File: src/rtl/hr_pkg.sv
// hr_pkg: shared acquisition state encoding and default timing constants
package hr_pkg;
  typedef enum logic [2:0] {IDLE, WAIT_TICK, REQ, WAIT_DONE, LOAD, VALID} state_e;
  localparam int TICK_DIV_DEF = 50000;
  localparam int TIMEOUT_DEF  = 255;
  localparam int CW_DEF       = 16;
endpackage

File: src/rtl/sample_sched_tick_gen.sv
// tick_gen: free-running sample-period divider with synchronous clear and one-cycle tick
module tick_gen #(
  parameter int DIV = 50000
) (
  input  logic clk,
  input  logic rst,
  input  logic clr_i,
  output logic tick_o
);
  localparam int W = $clog2(DIV);
  logic [W-1:0] cnt_q;
  assign tick_o = !clr_i && cnt_q == W'(DIV - 1);
  always_ff @(posedge clk or posedge rst)
    if (rst) cnt_q <= '0;
    else cnt_q <= (clr_i || tick_o) ? '0 : cnt_q + 1'b1;
endmodule

File: src/rtl/sample_sched.sv
// sample_sched: heart-rate ADC acquisition scheduler with conversion timeout and valid/ready output
module sample_sched
  import hr_pkg::*;
#(
  parameter int TICK_DIV = TICK_DIV_DEF,
  parameter int TIMEOUT  = TIMEOUT_DEF,
  parameter int CW       = CW_DEF
) (
  input  logic          clk,
  input  logic          rst,
  input  logic          run,
  input  logic          conv_done,
  input  logic          out_ready,
  input  logic          clr_err,
  output logic          conv_req,
  output logic          load_en,
  output logic          out_valid,
  output logic          busy,
  output logic          overrun,
  output logic          timeout_err,
  output logic [CW-1:0] sample_cnt
);
  localparam int TW = $clog2(TIMEOUT);
  state_e        state_q, state_d;
  logic [TW-1:0] to_cnt_q, to_cnt_d;
  logic [CW-1:0] cnt_q, cnt_d;
  logic          overrun_q, overrun_d, timeout_q, timeout_d;
  logic          tick, expire, hs;

  tick_gen #(.DIV(TICK_DIV)) u_tick (.clk(clk), .rst(rst), .clr_i(!run), .tick_o(tick));

  assign expire = state_q == WAIT_DONE && !conv_done && to_cnt_q == TW'(TIMEOUT - 1);
  assign hs     = state_q == VALID && out_ready;

  always_comb begin
    state_d = state_q;
    case (state_q)
      IDLE:      state_d = run ? WAIT_TICK : IDLE;
      WAIT_TICK: state_d = !run ? IDLE : tick ? REQ : WAIT_TICK;
      REQ:       state_d = WAIT_DONE;
      WAIT_DONE: state_d = conv_done ? LOAD : !expire ? WAIT_DONE : run ? WAIT_TICK : IDLE;
      LOAD:      state_d = VALID;
      VALID:     state_d = !out_ready ? VALID : tick ? REQ : run ? WAIT_TICK : IDLE;
      default:   state_d = IDLE;
    endcase
  end

  // a tick landing on the VALID handshake is consumed directly, so it is not an overrun
  always_comb begin
    to_cnt_d  = state_q == REQ ? '0 : state_q == WAIT_DONE ? to_cnt_q + 1'b1 : to_cnt_q;
    cnt_d     = cnt_q + CW'(hs);
    overrun_d = (tick && state_q != WAIT_TICK && !hs) || (overrun_q && !clr_err);
    timeout_d = expire || (timeout_q && !clr_err);
  end

  always_ff @(posedge clk or posedge rst)
    if (rst) begin
      state_q   <= IDLE;
      to_cnt_q  <= '0;
      cnt_q     <= '0;
      overrun_q <= 1'b0;
      timeout_q <= 1'b0;
    end else begin
      state_q   <= state_d;
      to_cnt_q  <= to_cnt_d;
      cnt_q     <= cnt_d;
      overrun_q <= overrun_d;
      timeout_q <= timeout_d;
    end

  assign conv_req    = state_q == REQ;
  assign load_en     = state_q == LOAD;
  assign out_valid   = state_q == VALID;
  assign busy        = state_q != IDLE;
  assign overrun     = overrun_q;
  assign timeout_err = timeout_q;
  assign sample_cnt  = cnt_q;
endmodule

File: config.mk
export PLATFORM = sky130hd
export DESIGN_NAME = sample_sched
export DESIGN_NICKNAME = d
export VERILOG_FILES = /design/src/rtl/hr_pkg.sv /design/src/rtl/sample_sched_tick_gen.sv /design/src/rtl/sample_sched.sv
export SDC_FILE = /design/constraint.sdc
export NUM_CORES = 1
export LEC_CHECK = 0
export ABC_AREA = 0
export CORE_MARGIN = 10
export CORE_UTILIZATION = 40
export CTS_CLUSTER_DIAMETER = 80
export DETAILED_ROUTE_END_ITERATION = 10
export PLACE_DENSITY_LB_ADDON = 0.15
export SETUP_SLACK_MARGIN = 0.15
export SKIP_CTS_REPAIR_TIMING = 1
export SYNTH_ARGS = -nofsm -noshare
export SYNTH_HDL_FRONTEND = slang
export SYNTH_SLANG_ARGS = --single-unit
File: constraint.sdc
create_clock -name clk -period 2.3 [get_ports clk]
set_input_delay 0.69 -clock clk [delete_from_list [all_inputs] [get_ports clk]]
set_output_delay 0.69 -clock clk [all_outputs]
set_load 0.01 [all_outputs]
==> flow_metrics.env <==
export IMPL_floorplan_rows=26
export IMPL_multi_input_area_um2=1031
export IMPL_slew_viol_final=0
export IMPL_synth_xor_area_share_pct=9.938
export IMPL_synth_top_cell_area_share_pct=51.11
export IMPL_final_seq_area_um2=1127
export IMPL_final_hold_violation_count=0
export IMPL_instances_no_fill=325
export IMPL_slowest_delay_ps=510
export IMPL_min_period_ps=2031
export IMPL_finish_utilization_pct=52.84
export IMPL_post_place_ws_ps=-16.33
export IMPL_ys_flop_type="dfrtp_1"
export IMPL_setup_ws_ps=269.3
export IMPL_dpl_instance_area_um2=2625
export IMPL_num_antenna_cells=0
export IMPL_crit_type="in -> reg"
export IMPL_critPathLaunchType="input port"
export IMPL_crit_fanout=6
export IMPL_dieHeight_um=94.22
export IMPL_routed_via_density=5.271
export IMPL_clock_skew_ps=4.075
export IMPL_wl_per_cell_um=13.78
export IMPL_path_delay_family="buffers and inverters"
export IMPL_worstPathRequired_ps=2520
export IMPL_nFillCells=482
export IMPL_detail_route_antenna_nets=0
export IMPL_power_density_nw_per_um2=607.0
export IMPL_dp_hpwl_mm=3.299
export IMPL_tritoncts="built"
export IMPL_max_cap_violations=0
export IMPL_core_area_um2=5238
export IMPL_min_period_over_period_pct=88.29
export IMPL_drtIter0Drc=107
export IMPL_final_setup_viol_count=0
export IMPL_rsz0062_at_grt="false"
export IMPL_cts_htree_levels=2
export IMPL_cp_end_kind="flip-flop"
export IMPL_synth_compound_area_share_pct=9.654
export IMPL_grt_max_degree=21
export IMPL_gp_congestion=0.8011
export IMPL_critPathArrivalTime_ps=2250
export IMPL_clock_latency_ps=290
export IMPL_numClockSinks=45
export IMPL_dieArea_um2=8877
export IMPL_pin_count=28
export IMPL_routed_wl_mm=4.479
export IMPL_p_leak_nw=1.325
export IMPL_design_area_um2=2768
export IMPL_clockBufferDepth=2
export IMPL_ir_worst_vdd_mv=0.3266
export IMPL_numCtsBuffers=5
export IMPL_total_power_mw=1.680
export IMPL_ys_top_cells_by_count="dfrtp_1, nor2_1, nand2_1, nand3_1, xor2_1"
export IMPL_relSlewSlack_pct=73.81
export IMPL_synth_nets=226
export IMPL_drc=0
export IMPL_synth_edff_count=0
export IMPL_drtPass1Iterations=4
export IMPL_crit_chain="clkdlybuf4s50_1, and3_1, ha_1, ha_1, nand2_1, nor2_1, xor2_1"
export IMPL_nets=265
export IMPL_tightest_slew_ps=392.1
export IMPL_fmax_ghz=0.4924
export IMPL_grt_pass1_vias=1686
export IMPL_start_util_pct=42.07
export IMPL_vias=1713
export IMPL_seq_area_frac_synth_pct=51.11
export IMPL_numPortBuffers=27
export IMPL_synth_largest_area_cell="dfrtp_1"
export IMPL_area_growth_pct=25.61
export IMPL_hold_path_class="reg -> reg"
export IMPL_fin_setup_tns_ps=0
export IMPL_syn_inst=215
export IMPL_grt_pass1_wl_mm=8.100
export IMPL_synth_avg_cell_area_um2=10.25
export IMPL_async_flop_share_pct=100.0
export IMPL_cp_num_buf_inv=1
export IMPL_placed_cells=316
export IMPL_drive_gt1_share_pct=9.020
export IMPL_critPathMostFrequentCell="ha_1"
export IMPL_synth_distinct_cells=37
export IMPL_grt_ovfl_total=0
export IMPL_critPathSlowestCell="clkdlybuf4s50_1"
export IMPL_yosysMostFrequentCell="dfrtp_1"
export IMPL_root_buffer="clkbuf_8"
export IMPL_die_w_um=94.22
export IMPL_clkTransAtPathRegs_ps=90
export IMPL_synthMuxAreaShare_pct=0.9086
export IMPL_ys_seq_elements=45
export IMPL_synth_adder_area_share_pct=2.839
export IMPL_netlist_area_um2=2203
export IMPL_yosys_warnings=0
export IMPL_synth_top_family_by_area="simple AND/OR/NAND/NOR gates"
export IMPL_status="finished, final reports clean"
export IMPL_finalHoldWorstSlack_ps=464.4
export IMPL_ys_top_cells_by_area="dfrtp_1, xor2_1, xnor2_1"
export IMPL_synthSimpleGateAreaFrac_pct=23.45
export IMPL_track_usage_pct=11.23
export IMPL_antenna_found_initial=0
-- state kept, by name (all words and copies together) (netlist names) --
signal / flops
overrun: 1
sample_cnt: 16
state_q: 3
timeout_err: 1
to_cnt_q: 8
u_tick.cnt_q: 16
-- final timing paths --
kind                                      startpoint                   endpoint  depth (start not counted)  slack, ps
max                                        out_ready   sample_cnt[12]$_DFF_PP0_                          7        270
min                        u_tick.cnt_q[0]$_DFF_PP0_  u_tick.cnt_q[0]$_DFF_PP0_                          1        460
max reg2reg                u_tick.cnt_q[7]$_DFF_PP0_       state_q[0]$_DFF_PP0_                          4        390
min reg2reg                u_tick.cnt_q[0]$_DFF_PP0_  u_tick.cnt_q[0]$_DFF_PP0_                          1        460
max in group asynchronous                        rst       state_q[2]$_DFF_PP0_                          3       1150
min in group asynchronous                        rst    sample_cnt[9]$_DFF_PP0_                          2        690
-- per-layer routing --
layer / global-route usage (%) / routed length, um
met5: 0 / 0
met4: 3.797 / 38
met3: 3.837 / 274
met2: 16.36 / 2014
met1: 15.02 / 2152
-- area by class of cell --
class                      count  area share [%]
clock buffer                   6           2.984
clock inverter                 2           1.492
inverter                       6          0.8137
multi-input combinational    158           37.25
sequential                    45           40.73
tap                           70           3.165
timing repair buffer          38           13.56
-- worst reg2reg max path, cell delays in order, from the launching register on --
cell      delay (ps)
dfrtp_1          440
or4b_4           580
o41ai_4          350
nor3_1            80
a2111o_1         340
-- power breakdown --
part           total, mW  leakage (nW)  internal [mW]  switching (mW)
logic              0.175         0.654         0.0836          0.0915
registers          0.870         0.607          0.825          0.0454
clock network      0.635        0.0633          0.361           0.274
-- cells in the final DEF (no fill, tap or decap), drive strengths merged, types with 2 or more instances in the layout --
cell type	n
clkbuf	6
o31ai	2
buf	11
nand2	16
nor2	22
o21ai	8
nand4	9
mux2i	2
inv	7
ha	5
a41o	2
and3	8
dlymetal6s2s	4
nor4	3
dfrtp	45
clkdlybuf4s50	23
a32o	2
nor3	8
a21oi	6
nor2b	3
and4	4
xor2	13
xnor2	12
or3	3
nand3	16
-- cells by family after synthesis --
group / count (synthesis)
buffers and inverters: 12
muxes: 2
xor gates and xnor gates: 25
adders and majority gates: 5
DFF: 45
AOI/OAI and AO/OA: 28
and+or+nand+nor: 98
Note: power is estimated with default switching activity, not from simulation.
